==> src/rtl/reg_file_n.sv <==
// Register bank of 2**NB_ADDR words with one write port and two registered read ports.
// The read word is picked bit-slice by bit-slice through gate-level muxn trees; same-cycle writes are forwarded.

module muxn #(
    parameter int NB_SEL = 3
) (
    input  logic [(1<<NB_SEL)-1:0] ins,
    input  logic [NB_SEL-1:0]      sel,
    output logic                   out
);
    localparam int N = 1 << NB_SEL;

    // Heap-ordered binary tree: node k has children 2k+1 and 2k+2, leaves at N-1..2N-2.
    wire [2*N-2:0] node;

    for (genvar i = 0; i < N; i++) begin : g_leaf
        buf u_buf (node[N-1+i], ins[i]);
    end

    for (genvar d = 0; d < NB_SEL; d++) begin : g_level
        for (genvar j = 0; j < (1 << d); j++) begin : g_node
            localparam int K = (1 << d) - 1 + j;
            wire nsel, pick_lo, pick_hi;
            not u_not (nsel, sel[NB_SEL-1-d]);
            and u_and_lo (pick_lo, node[2*K+1], nsel);
            and u_and_hi (pick_hi, node[2*K+2], sel[NB_SEL-1-d]);
            or  u_or (node[K], pick_lo, pick_hi);
        end
    end

    assign out = node[0];
endmodule

module reg_file_n #(
    parameter int NB_ADDR  = 3,
    parameter int WIDTH    = 8,
    parameter int ZERO_REG = 1
) (
    input  logic               clk,
    input  logic               rst_n,
    input  logic               we,
    input  logic [NB_ADDR-1:0] waddr,
    input  logic [WIDTH-1:0]   wdata,
    input  logic               re,
    input  logic [NB_ADDR-1:0] raddr_a,
    input  logic [NB_ADDR-1:0] raddr_b,
    output logic [WIDTH-1:0]   rdata_a,
    output logic [WIDTH-1:0]   rdata_b,
    output logic               rvalid
);
    localparam int N = 1 << NB_ADDR;
    localparam bit HAS_ZERO = (ZERO_REG != 0);

    logic [WIDTH-1:0] mem [N];
    logic [WIDTH-1:0] word_a, word_b;
    logic [WIDTH-1:0] next_a, next_b;
    logic             wr_ok, zero_a, zero_b, fwd_a, fwd_b;

    for (genvar b = 0; b < WIDTH; b++) begin : g_slice
        logic [N-1:0] col;
        for (genvar w = 0; w < N; w++) begin : g_col
            assign col[w] = mem[w][b];
        end
        muxn #(.NB_SEL(NB_ADDR)) u_mux_a (.ins(col), .sel(raddr_a), .out(word_a[b]));
        muxn #(.NB_SEL(NB_ADDR)) u_mux_b (.ins(col), .sel(raddr_b), .out(word_b[b]));
    end

    assign wr_ok  = we && !(HAS_ZERO && (waddr == '0));
    assign zero_a = HAS_ZERO && (raddr_a == '0);
    assign zero_b = HAS_ZERO && (raddr_b == '0);
    // Write-first: a read of the word being written sees the new data.
    assign fwd_a  = we && (raddr_a == waddr) && !zero_a;
    assign fwd_b  = we && (raddr_b == waddr) && !zero_b;
    assign next_a = zero_a ? '0 : (fwd_a ? wdata : word_a);
    assign next_b = zero_b ? '0 : (fwd_b ? wdata : word_b);

    always_ff @(posedge clk or negedge rst_n) begin
        if (!rst_n) begin
            for (int i = 0; i < N; i++) mem[i] <= '0;
        end else if (wr_ok) begin
            mem[waddr] <= wdata;
        end
    end

    always_ff @(posedge clk or negedge rst_n) begin
        if (!rst_n) begin
            rdata_a <= '0;
            rdata_b <= '0;
            rvalid  <= 1'b0;
        end else begin
            rvalid <= re;
            if (re) begin
                rdata_a <= next_a;
                rdata_b <= next_b;
            end
        end
    end
endmodule

==> config.mk <==
export PLATFORM = sky130hd
export DESIGN_NAME = reg_file_n
export DESIGN_NICKNAME = d
export VERILOG_FILES = /design/src/rtl/reg_file_n.sv
export SDC_FILE = /design/constraint.sdc
export NUM_CORES = 1
export LEC_CHECK = 0
export BUFFER_PORTS_ARGS = -buffer_cell sky130_fd_sc_hd__buf_2
export CORE_MARGIN = 2
export CORE_UTILIZATION = 60
export CTS_CLUSTER_DIAMETER = 30
export DETAILED_ROUTE_END_ITERATION = 12
export PLACE_DENSITY = 0.8
export SYNTH_ARGS = -nofsm -noshare
export SYNTH_HDL_FRONTEND = slang
export SYNTH_HIERARCHICAL = 1
export SYNTH_SLANG_ARGS = --single-unit
==> constraint.sdc <==
create_clock -name clk -period 2 [get_ports clk]
set_clock_uncertainty 0.15 [all_clocks]
set_input_delay 0.1 -clock clk [delete_from_list [all_inputs] [get_ports clk]]
set_output_delay 0.1 -clock clk [all_outputs]
set_load 0.01 [all_outputs]
### Yosys cells after proc, flatten, opt, wreduce, memory -nomap -nowiden

Index checks and enable logic that the tools add are counted.

| cells by class | value |
|---|---|
| reductions and logical operators | 12 |
| multiplexer cells | 7 |
| eq/ne operators | 2 |
| magnitude comparators | 2 |
| bitwise logic cells | 343 |

Operators with widths:

| kind | count |
|---|---|
| bitwise AND 1 bit | 224 |
| OR 1 bit | 112 |
| bitwise mux 64 bit | 1 |
| two-way mux 8 bit | 5 |
| demux 8 bit (select 3 bit) | 1 |
| zero test 3 bit | 3 |
| equality test 3 bit | 2 |
| logical AND 1 bit | 6 |
| inverter 1 bit | 6 |
| greater-or-equal comparator 4 bit (second input constant) | 1 |
| less-than comparator 4 x 1 -> 1 bit (second input constant) | 1 |
| inverter 3 -> 4 bit | 1 |
| zero test 1 bit | 3 |

| word-level totals | value |
|---|---|
| bits of input ports | 21 |
| word-level logic and storage cells | 377 |
| output and inout port bits | 17 |
| flip-flop bits (word level) | 81 |

### Longest topological paths before layout

Gate-level depths: netlist of the first run.

| logic depth | value |
|---|---|
| depth in word-level cells | 9 |
| gate-level depth with buffers | 7 |
| gate-level depth less buffers | 4 |

### Cells and area by module

Netlist of the first run, hierarchy kept.

Modules (own cells, without submodules):

| module | instances | sequential area each (um^2) | cells an instance | area each (um^2) |
|---|---|---|---|---|
| reg_file_n | 1 | 2026.9 | 245 | 3382.0 |
| muxn | 16 | 0.0 | 3 | 63.8 |

### Least setup slack after synthesis of the first run

OpenSTA, ideal clock, no wires.

| path | value |
|---|---|
| path kind | reg-to-reg |
| from | reg mem, in the netlist g_slice[5].col[1] |
| to | reg rdata_a[5] |
| arrival | 1.230 ns |
| library setup time | 0.150 ns |
| path buffers | 0 |
| stages on the path, launching flop included | 5 |
| data required time | 1.700 ns |
| setup slack | 0.470 ns |
| clock period less this slack | 1.530 ns |
| cells stage by stage | dfrtp_1 -> mux4_1 -> mux2_2 -> nand2_1 -> o221ai_1 |

| between the ends | value |
|---|---|
| word-level cells in the longest chain between the ends | 8 |

RTL lines:

| item | RTL line | RTL |
|---|---|---|
| start: declaration | 54 | `logic [WIDTH-1:0] mem [N];` |
| start signal: indexed assignment | 81 | `mem[waddr] <= wdata;` |
| bitwise AND 1 bit | 26 | `and u_and_hi (pick_hi, node[2*K+2], sel[NB_SEL-1-d]);` |
| OR 1 bit | 27 | `or u_or (node[K], pick_lo, pick_hi);` |
| bitwise AND 1 bit | 25 | `and u_and_lo (pick_lo, node[2*K+1], nsel);` |
| OR 1 bit | 27 |  |
| bitwise AND 1 bit | 25 |  |
| OR 1 bit | 27 |  |
| net word_a[5] | 55 | `logic [WIDTH-1:0] word_a, word_b;` |
| two-way mux 8 bit (2 in series) | 74 | `assign next_a = zero_a ? '0 : (fwd_a ? wdata : word_a);` |
| end signal: assignment | 93 | `rdata_a <= next_a;` |
| end: declaration | 47 | `output logic [WIDTH-1:0] rdata_a,` |

The timed path passes the listed nets, and every way through them passes these cells.
A chain may end at the register's enable or synchronous reset.

==> summary.md, run 1 <==
| Metric | Value |
|---|---|
| Status | finished clean |
| Period utilisation layout | 0.8563 |
| Mean Syn Cell Area | 15.03 um^2 |
| F_max | roughly 580 MHz |
| Syn Inst Count | a little under 300 |
| Final Slew Violations | 0 |
| Largest family of logic cells by synthesized area | multiplexers |
| First-pass GRT wire length | 15.04 mm |
| Critical Path Max Stage Delay | 620 ps |
| Synth Area in XOR/XNOR | 0.009662 |
| Antenna violations before repair | 0 |
| Seq cells post-synth | approximately 80 |
| Rows | 31 |
| Die width | ~90 um |
| Synth Area in Adders | 0 |
| Setup TNS | 0 ps |
| DRT Wirelength | between 9 and 10 mm |
| CTS max path bufs | 2 |
| Clock latency on the worst-skew pair | approximately 360 ps |
| IO Pins | 38 |
| Critical Path, Cell by Cell | dlygate4sd3_1 -> buf_2 -> o31a_1 -> nand2_1 -> o221ai_1 |
| # diodes | 0 |
| TritonCTS Buffers | 9 |
| Synth unique cells | 24 |
| Die Y | 89.67 um |
| RSZ-0062 raised after global routing | no |
| Root Buffer | clkbuf_8 |
| Clock H-tree levels | 3 |
| Synthesis Warnings | 6 |
| WL per Instance | 21.94 um |
| PD cells | around 850 nW/um^2 |
| Nets | 369 |
| R2R cell count | 4 |
| CP max stage cell | o31a_1 |
| Lkg Pwr | 2.246 nW |
| Crit-path max FO | 16 |
| Vias per cell | 6.369 |
| Post-cts resize count | 0 |
| Worst EP arrival | ~1800 ps |
| Initial Util | 0.6136 |
| R2R Setup Slk | a little over 300 ps |
| Worst Hold Class | primary input to asynchronous set/reset pin |
| Clock period minus worst slack | between 1500 and 2000 ps |
| Reg2reg start | g_slice[7].col[1]$_DFFE_PN0P_ |
| Core Area | around 7200 um^2 |
| Synth Area in Compound Gates | 0.05683 |
| Clk pin slew, worst setup/hold paths | around 80 ps |
| Post-Syn Nets | around 310 |
| Die area | 8040 um^2 |
| Critical Path RT | approximately 2100 ps |
| Final Hold Fails | 0 |
| Crit start category | primary input |
| Vias | 2879 |
| Worst Tran Pin Value | about 660 ps |
| Max-slew headroom | 0.5616 |
| Non-filler cells in the finished layout | around 450 |
| Final setup viols | 0 |
| Post-CTS Setup Inserts | 0 |
| R2r endpoint | rdata_a[7]$_DFFE_PN0P_ |
| Area growth syn-to-layout | 14.75% |
| Register area share after synthesis | 0.4604 |
| Largest net degree at the start of global routing | 47 |
| Crit Path Class | primary input to flip-flop |
| Overflow left after global routing | 0 |
| CTS tree | done |
| CP endpoint kind | flip-flop |
| Post-DP HPWL | 6.469 mm |
| Drt first pass iters | 5 |
| Vias in the first global route | about 2900 |
| Placed Cells | 426 |
| Buf/Inv on CP | 2 |
| DRT iter0 DRCs | about 180 |
| Placer Congestion | 0.8263 |
| Mux share of post-synthesis cell area | 0.3751 |
| Delay-heaviest family, CP | compound AO/OA/AOI/OAI gates |
| Synth Area in Simple Gates | 0.05769 |
| # clock sinks | 81 |
| Layout cell share with drive strength beyond 1 | 0.4448 |
| # DRC | 0 |
| Max cap viols | 0 |
| Post-Syn Area | ~4400 um^2 |
| Gr usage total | 0.2631 |
| PortBufs | 37 |
| Worst vdd ir | roughly 0.00047 V |
| Final ANT Viol Nets | 0 |
| Hold buffers post-CTS | 10 |
==> how the worst max path moves through the flow <==
stage / from / end / slack (ps) / depth (start not counted)
floorplan: g_slice[5].col[1]$_DFFE_PN0P_ / rdata_a[5]$_DFFE_PN0P_ / 470 / 4
global placement: raddr_b[0] / rdata_b[0]$_DFFE_PN0P_ / 130 / 5
detailed placement: raddr_b[0] / rdata_b[5]$_DFFE_PN0P_ / 90 / 5
CTS: g_slice[7].col[1]$_DFFE_PN0P_ / rdata_a[7]$_DFFE_PN0P_ / 320 / 4
global route: re / rdata_a[4]$_DFFE_PN0P_ / 240 / 5
finish: re / rdata_a[4]$_DFFE_PN0P_ / 290 / 5
==> Yosys cell counts <==
cell type	instances	area, um^2
o221ai_2	8	120.1
buf_2	7	35.03
and2_1	1	6.260
o21ba_1	1	10.01
o31a_1	2	17.52
nand2_1	17	63.81
nand4b_1	3	26.28
clkbuf_1	11	41.29
xnor2_1	3	26.28
nor4bb_1	2	20.02
o2111a_1	2	22.52
mux2_2	72	810.8
nor3_2	1	10.01
nand2b_1	2	12.51
inv_1	16	60.06
dfrtp_1	81	2027
and2_4	1	8.760
o221ai_1	8	70.07
o21ba_2	1	10.01
nand4_1	17	106.4
mux4_1	32	840.8
buf_6	3	33.78
buf_4	1	7.510
xnor2_2	1	16.27
==> metal layers <==
metal  vias up  GRT usage  wire [um]
met5         -          0          0
met4         0     0.1275        374
met3        31    0.04205        393
met2       114     0.4452       5024
met1      1460     0.3311       4124
li1       1274          -          -
==> registers in the layout, summed over array words and instances (netlist names) <==
signal,cells
rdata_a,8
rdata_b,8
g_slice.col,64
rvalid,1
==> logic make-up after synthesis <==
group                  after synthesis
AO/OA/AOI/OAI                       22
XOR/XNOR                             4
multiplexers                       104
AND/OR/NAND/NOR                     44
flip-flops                          81
buffers and inverters               38
==> layout make-up <==
| type | count | area, um^2 |
|---|---|---|
| Multi-Input combinational cell | 174 | 2211 |
| Fill cell | 460 | 2123 |
| Sequential cell | 81 | 2027 |
| Timing Repair Buffer | 66 | 467.9 |
| Clock buffer | 10 | 127.6 |
| Tap cell | 99 | 123.9 |
| Inverter | 16 | 60.06 |
| Clock inverter | 6 | 35.03 |
==> layout by cell type (no fill, tap or decap), drive strengths merged <==
master and n:
xnor2 4, nor4bb 2, clkbuf 10, clkinvlp 2
o2111a 2, mux4 32, clkinv 4, buf 56
mux2 72, o221ai 16, nand4b 3, nand4 17
dlygate4sd3 10, o31a 2, nor3 1, inv 16
and2 2, dfrtp 81, nand2 17, nand2b 2
o21ba 2
==> worst reg2reg max path, cell delays in order, from the launching register on <==
cell	delay, ps
dfrtp_1	400
mux4_1	530
mux2_2	290
nand2_1	70
o221ai_1	100
==> per-stage QoR <==
stage | hold WS (ps) | total power, W | cell area (um^2) | worst slack, ps | utilization
floorplan | -345.6 | 0.002890 | 4403 | 470.4 | -
global placement | -66.51 | 0.003220 | 4790 | 131.1 | 0.6675
detailed placement | -61.05 | 0.003285 | 4790 | 85.79 | 0.6675
CTS | 92.80 | 0.004326 | 5052 | 320.1 | 0.7041
global route | 133.6 | 0.004529 | 5052 | 239.2 | 0.7041
finish | 84.96 | 0.004296 | 5052 | 287.4 | 0.7041
==> power breakdown <==
part,internal [W],switching [W],total [W]
logic,0.000652,0.000444,0.00110
registers,0.00196,0.000212,0.00217
clock network,0.000442,0.000584,0.00103
total,0.00306,0.00124,0.00430
(Power assumes the default switching activity.)
==> run 2: changes to the inputs <==
--- a/config.mk
+++ b/config.mk
@@ -6,7 +6,7 @@
 export NUM_CORES = 1
 export LEC_CHECK = 0
 export BUFFER_PORTS_ARGS = -buffer_cell sky130_fd_sc_hd__buf_2
-export CORE_MARGIN = 2
+export CORE_MARGIN = 3
 export CORE_UTILIZATION = 60
 export CTS_CLUSTER_DIAMETER = 30
 export DETAILED_ROUTE_END_ITERATION = 12
==> run 2 against run 1 <==
Against the previous run: power grew 8.3%; wire length up 4.4%; combinational power hardly changed; final area rose by 1.3%; fmax fell by 3.4%; core utilization rose by 3.3 points; non-clock buffer count up 2; first-iteration DRC count increased by 8.9%; clock-buffer cell count increased by 1; worst hold slack got worse by 2.3 ps.
==> summary.md, run 2 (synthesis gave the netlist of run 1 again) <==
| Metric | Value |
|---|---|
| Status | finished clean |
| Vias in the first global route | 2987 (+4.7%) |
| Rows | 30 (-3.2%) |
| Most common cell after layout, fill and taps aside | dfrtp_1 |
| First-pass GRT wire length | 16.46 mm (+9.5%) |
| Final Slew Violations | 0 (unchanged) |
| Post-DP HPWL | 6.818 mm (+5.4%) |
| Die Y | 91.67 um (+2.2%) |
| IO Pins | 38 (unchanged) |
| Post-cts resize count | 0 (unchanged) |
| Vias per cell | 6.488 (+1.9%) |
| Core Area | 6944 um^2 (-3.2%) |
| Root Buffer | clkbuf_8 |
| PortBufs | 37 (unchanged) |
| TritonCTS Buffers | 9 (unchanged) |
| Crit start category | flip-flop |
| Final Hold Fails | 0 (unchanged) |
| Crit-path max FO | 3 (-13) |
| CTS max path bufs | 2 (unchanged) |
| Clock latency on the worst-skew pair | 350 ps (about the same) |
| Max cap viols | 0 (unchanged) |
| Largest net degree at the start of global routing | 50 (+6.4%) |
| Placer Congestion | 0.8137 (-1.5%) |
| Nets | 371 (+0.54%) |
| Clock H-tree levels | 3 (unchanged) |
| Gr usage total | 0.2606 (-0.002506) |
| Commonest non-fill, non-tap cells in the layout | dfrtp_1 (81), mux2_2 (72), buf_2 (36) |
| F_max | 564.2 MHz (-3.4%) |
| WL per Instance | 22.96 um (+4.6%) |
| Setup TNS | 0 ps (unchanged) |
| Max reg flops | 64 (unchanged) |
| Layout cell share with drive strength beyond 1 | 0.4507 (+0.005945) |
| Period utilisation layout | 0.8862 (+0.02984) |
| Die area | 8402 um^2 (+4.5%) |
| DRT iter0 DRCs | 195 (+8.9%) |
| Overflow left after global routing | 0 (unchanged) |
| Area growth syn-to-layout | 16.23% |
| DRT Wirelength | 10.35 mm (+4.4%) |
| PD cells | 909.5 nW/um^2 (+7.0%) |
| Initial Util | 0.6341 (+0.02045) |
| Vias | 2926 (+1.6%) |
| RSZ-0062 raised after global routing | no |
| # DRC | 0 (unchanged) |
| CTS tree | done |
| Lkg Pwr | 2.285 nW (+1.7%) |
| Worst EP arrival | 1830 ps (about the same) |
| Pre-CTS setup slack | 62.20 ps (-23.59 ps) |
| Worst vdd ir | 0.0004703 V (-0.92%) |
| Critical Path RT | 2050 ps (-60 ps) |
| Worst Hold Class | primary input to asynchronous set/reset pin |
| # diodes | 0 (unchanged) |
| Crit Path Class | flip-flop to flip-flop |
| Drt first pass iters | 4 (-1) |
| # clock sinks | 81 (unchanged) |
| Final setup viols | 0 (unchanged) |
| Clock period minus worst slack | 1772 ps (+59.68 ps) |
| Worst Tran Pin Value | 561.9 ps (-95.64 ps) |
| Clk pin slew, worst setup/hold paths | 80 ps (about the same) |
| Final ANT Viol Nets | 0 (unchanged) |
| Max-slew headroom | 0.6254 (+0.06376) |
| Die width | 91.67 um (+2.2%) |
| Worst setup margin | 227.7 ps (-59.68 ps) |
| CP endpoint kind | flip-flop |
| Antenna violations before repair | 0 (unchanged) |
-- run 2: changes by cell type in the layout (fill, tap and decap cells not counted) --
| cell | delta |
|---|---|
| clkinvlp_4 | -1 |
| clkinv_2 | -2 |
| buf_4 | +3 |
| clkbuf_1 | -1 |
| clkbuf_8 | +2 |
| buf_12 | -1 |
| bufinv_16 | +2 |
-- run 2: layout make-up --
type | count | area [um^2]
multi-input combinational | 174 | 2211
tap | 96 | 120.1
fill | 440 | 1827
timing repair buffer | 68 | 470.5
clock buffer | 11 | 151.4
sequential | 81 | 2027
clock inverter | 5 | 77.57
inverter | 16 | 60.06
-- run 2: per-layer routing --
metal | share of wire | track usage | up-vias
met5 | 0 | 0 | -
met4 | 0.029 | 0.1181 | 0
met3 | 0.067 | 0.03527 | 25
met2 | 0.49 | 0.4291 | 121
met1 | 0.41 | 0.3459 | 1487
li1 | - | - | 1293
-- run 2: stage by stage --
step	hold slack, ps	util	instances	cell area, um^2	power [W]
floorplan	-345.6	-	293	4403	0.002890
global placement	-82.12	0.6896	425	4788	0.003223
detailed placement	-80.44	0.6896	425	4788	0.003303
CTS	85.05	0.7369	451	5117	0.004665
global route	126.2	0.7369	451	5117	0.004867
finish	82.70	0.7369	451	5117	0.004654
-- run 2: power breakdown --
part | total, W | internal, W | switching (W) | leakage, nW
clock | 0.00136 | 0.000767 | 0.000588 | 0.115
combinational | 0.00112 | 0.000655 | 0.000468 | 1.17
sequential | 0.00218 | 0.00196 | 0.000215 | 1.00
total | 0.00465 | 0.00338 | 0.00127 | 2.29
-- run 2: timing repair --
action,4_1_cts,5_1_grt
buffers inserted,0,0
hold buffers,10,0
hold endpoints to repair,153,0
-- run 2: critical path, stage by stage (launching register included) --
cell and delay, ps:
dfrtp_1 390, mux4_1 560, mux2_2 330, nand2_1 90, o221ai_1 110
-- run 2: worst paths after layout --
check / slack [ps] / end / from / cells after the start
hold reg to reg: 240 / g_slice[2].col[0]$_DFFE_PN0P_ / g_slice[2].col[0]$_DFFE_PN0P_ / 0
hold / removal: 80 / g_slice[5].col[5]$_DFFE_PN0P_ / rst_n / 2
setup / recovery: 230 / rdata_a[6]$_DFFE_PN0P_ / g_slice[6].col[3]$_DFFE_PN0P_ / 4
min in group clk: 150 / g_slice[6].col[6]$_DFFE_PN0P_ / we / 3
setup reg to reg: 230 / rdata_a[6]$_DFFE_PN0P_ / g_slice[6].col[3]$_DFFE_PN0P_ / 4
max in group asynchronous: 1030 / g_slice[0].col[5]$_DFFE_PN0P_ / rst_n / 3
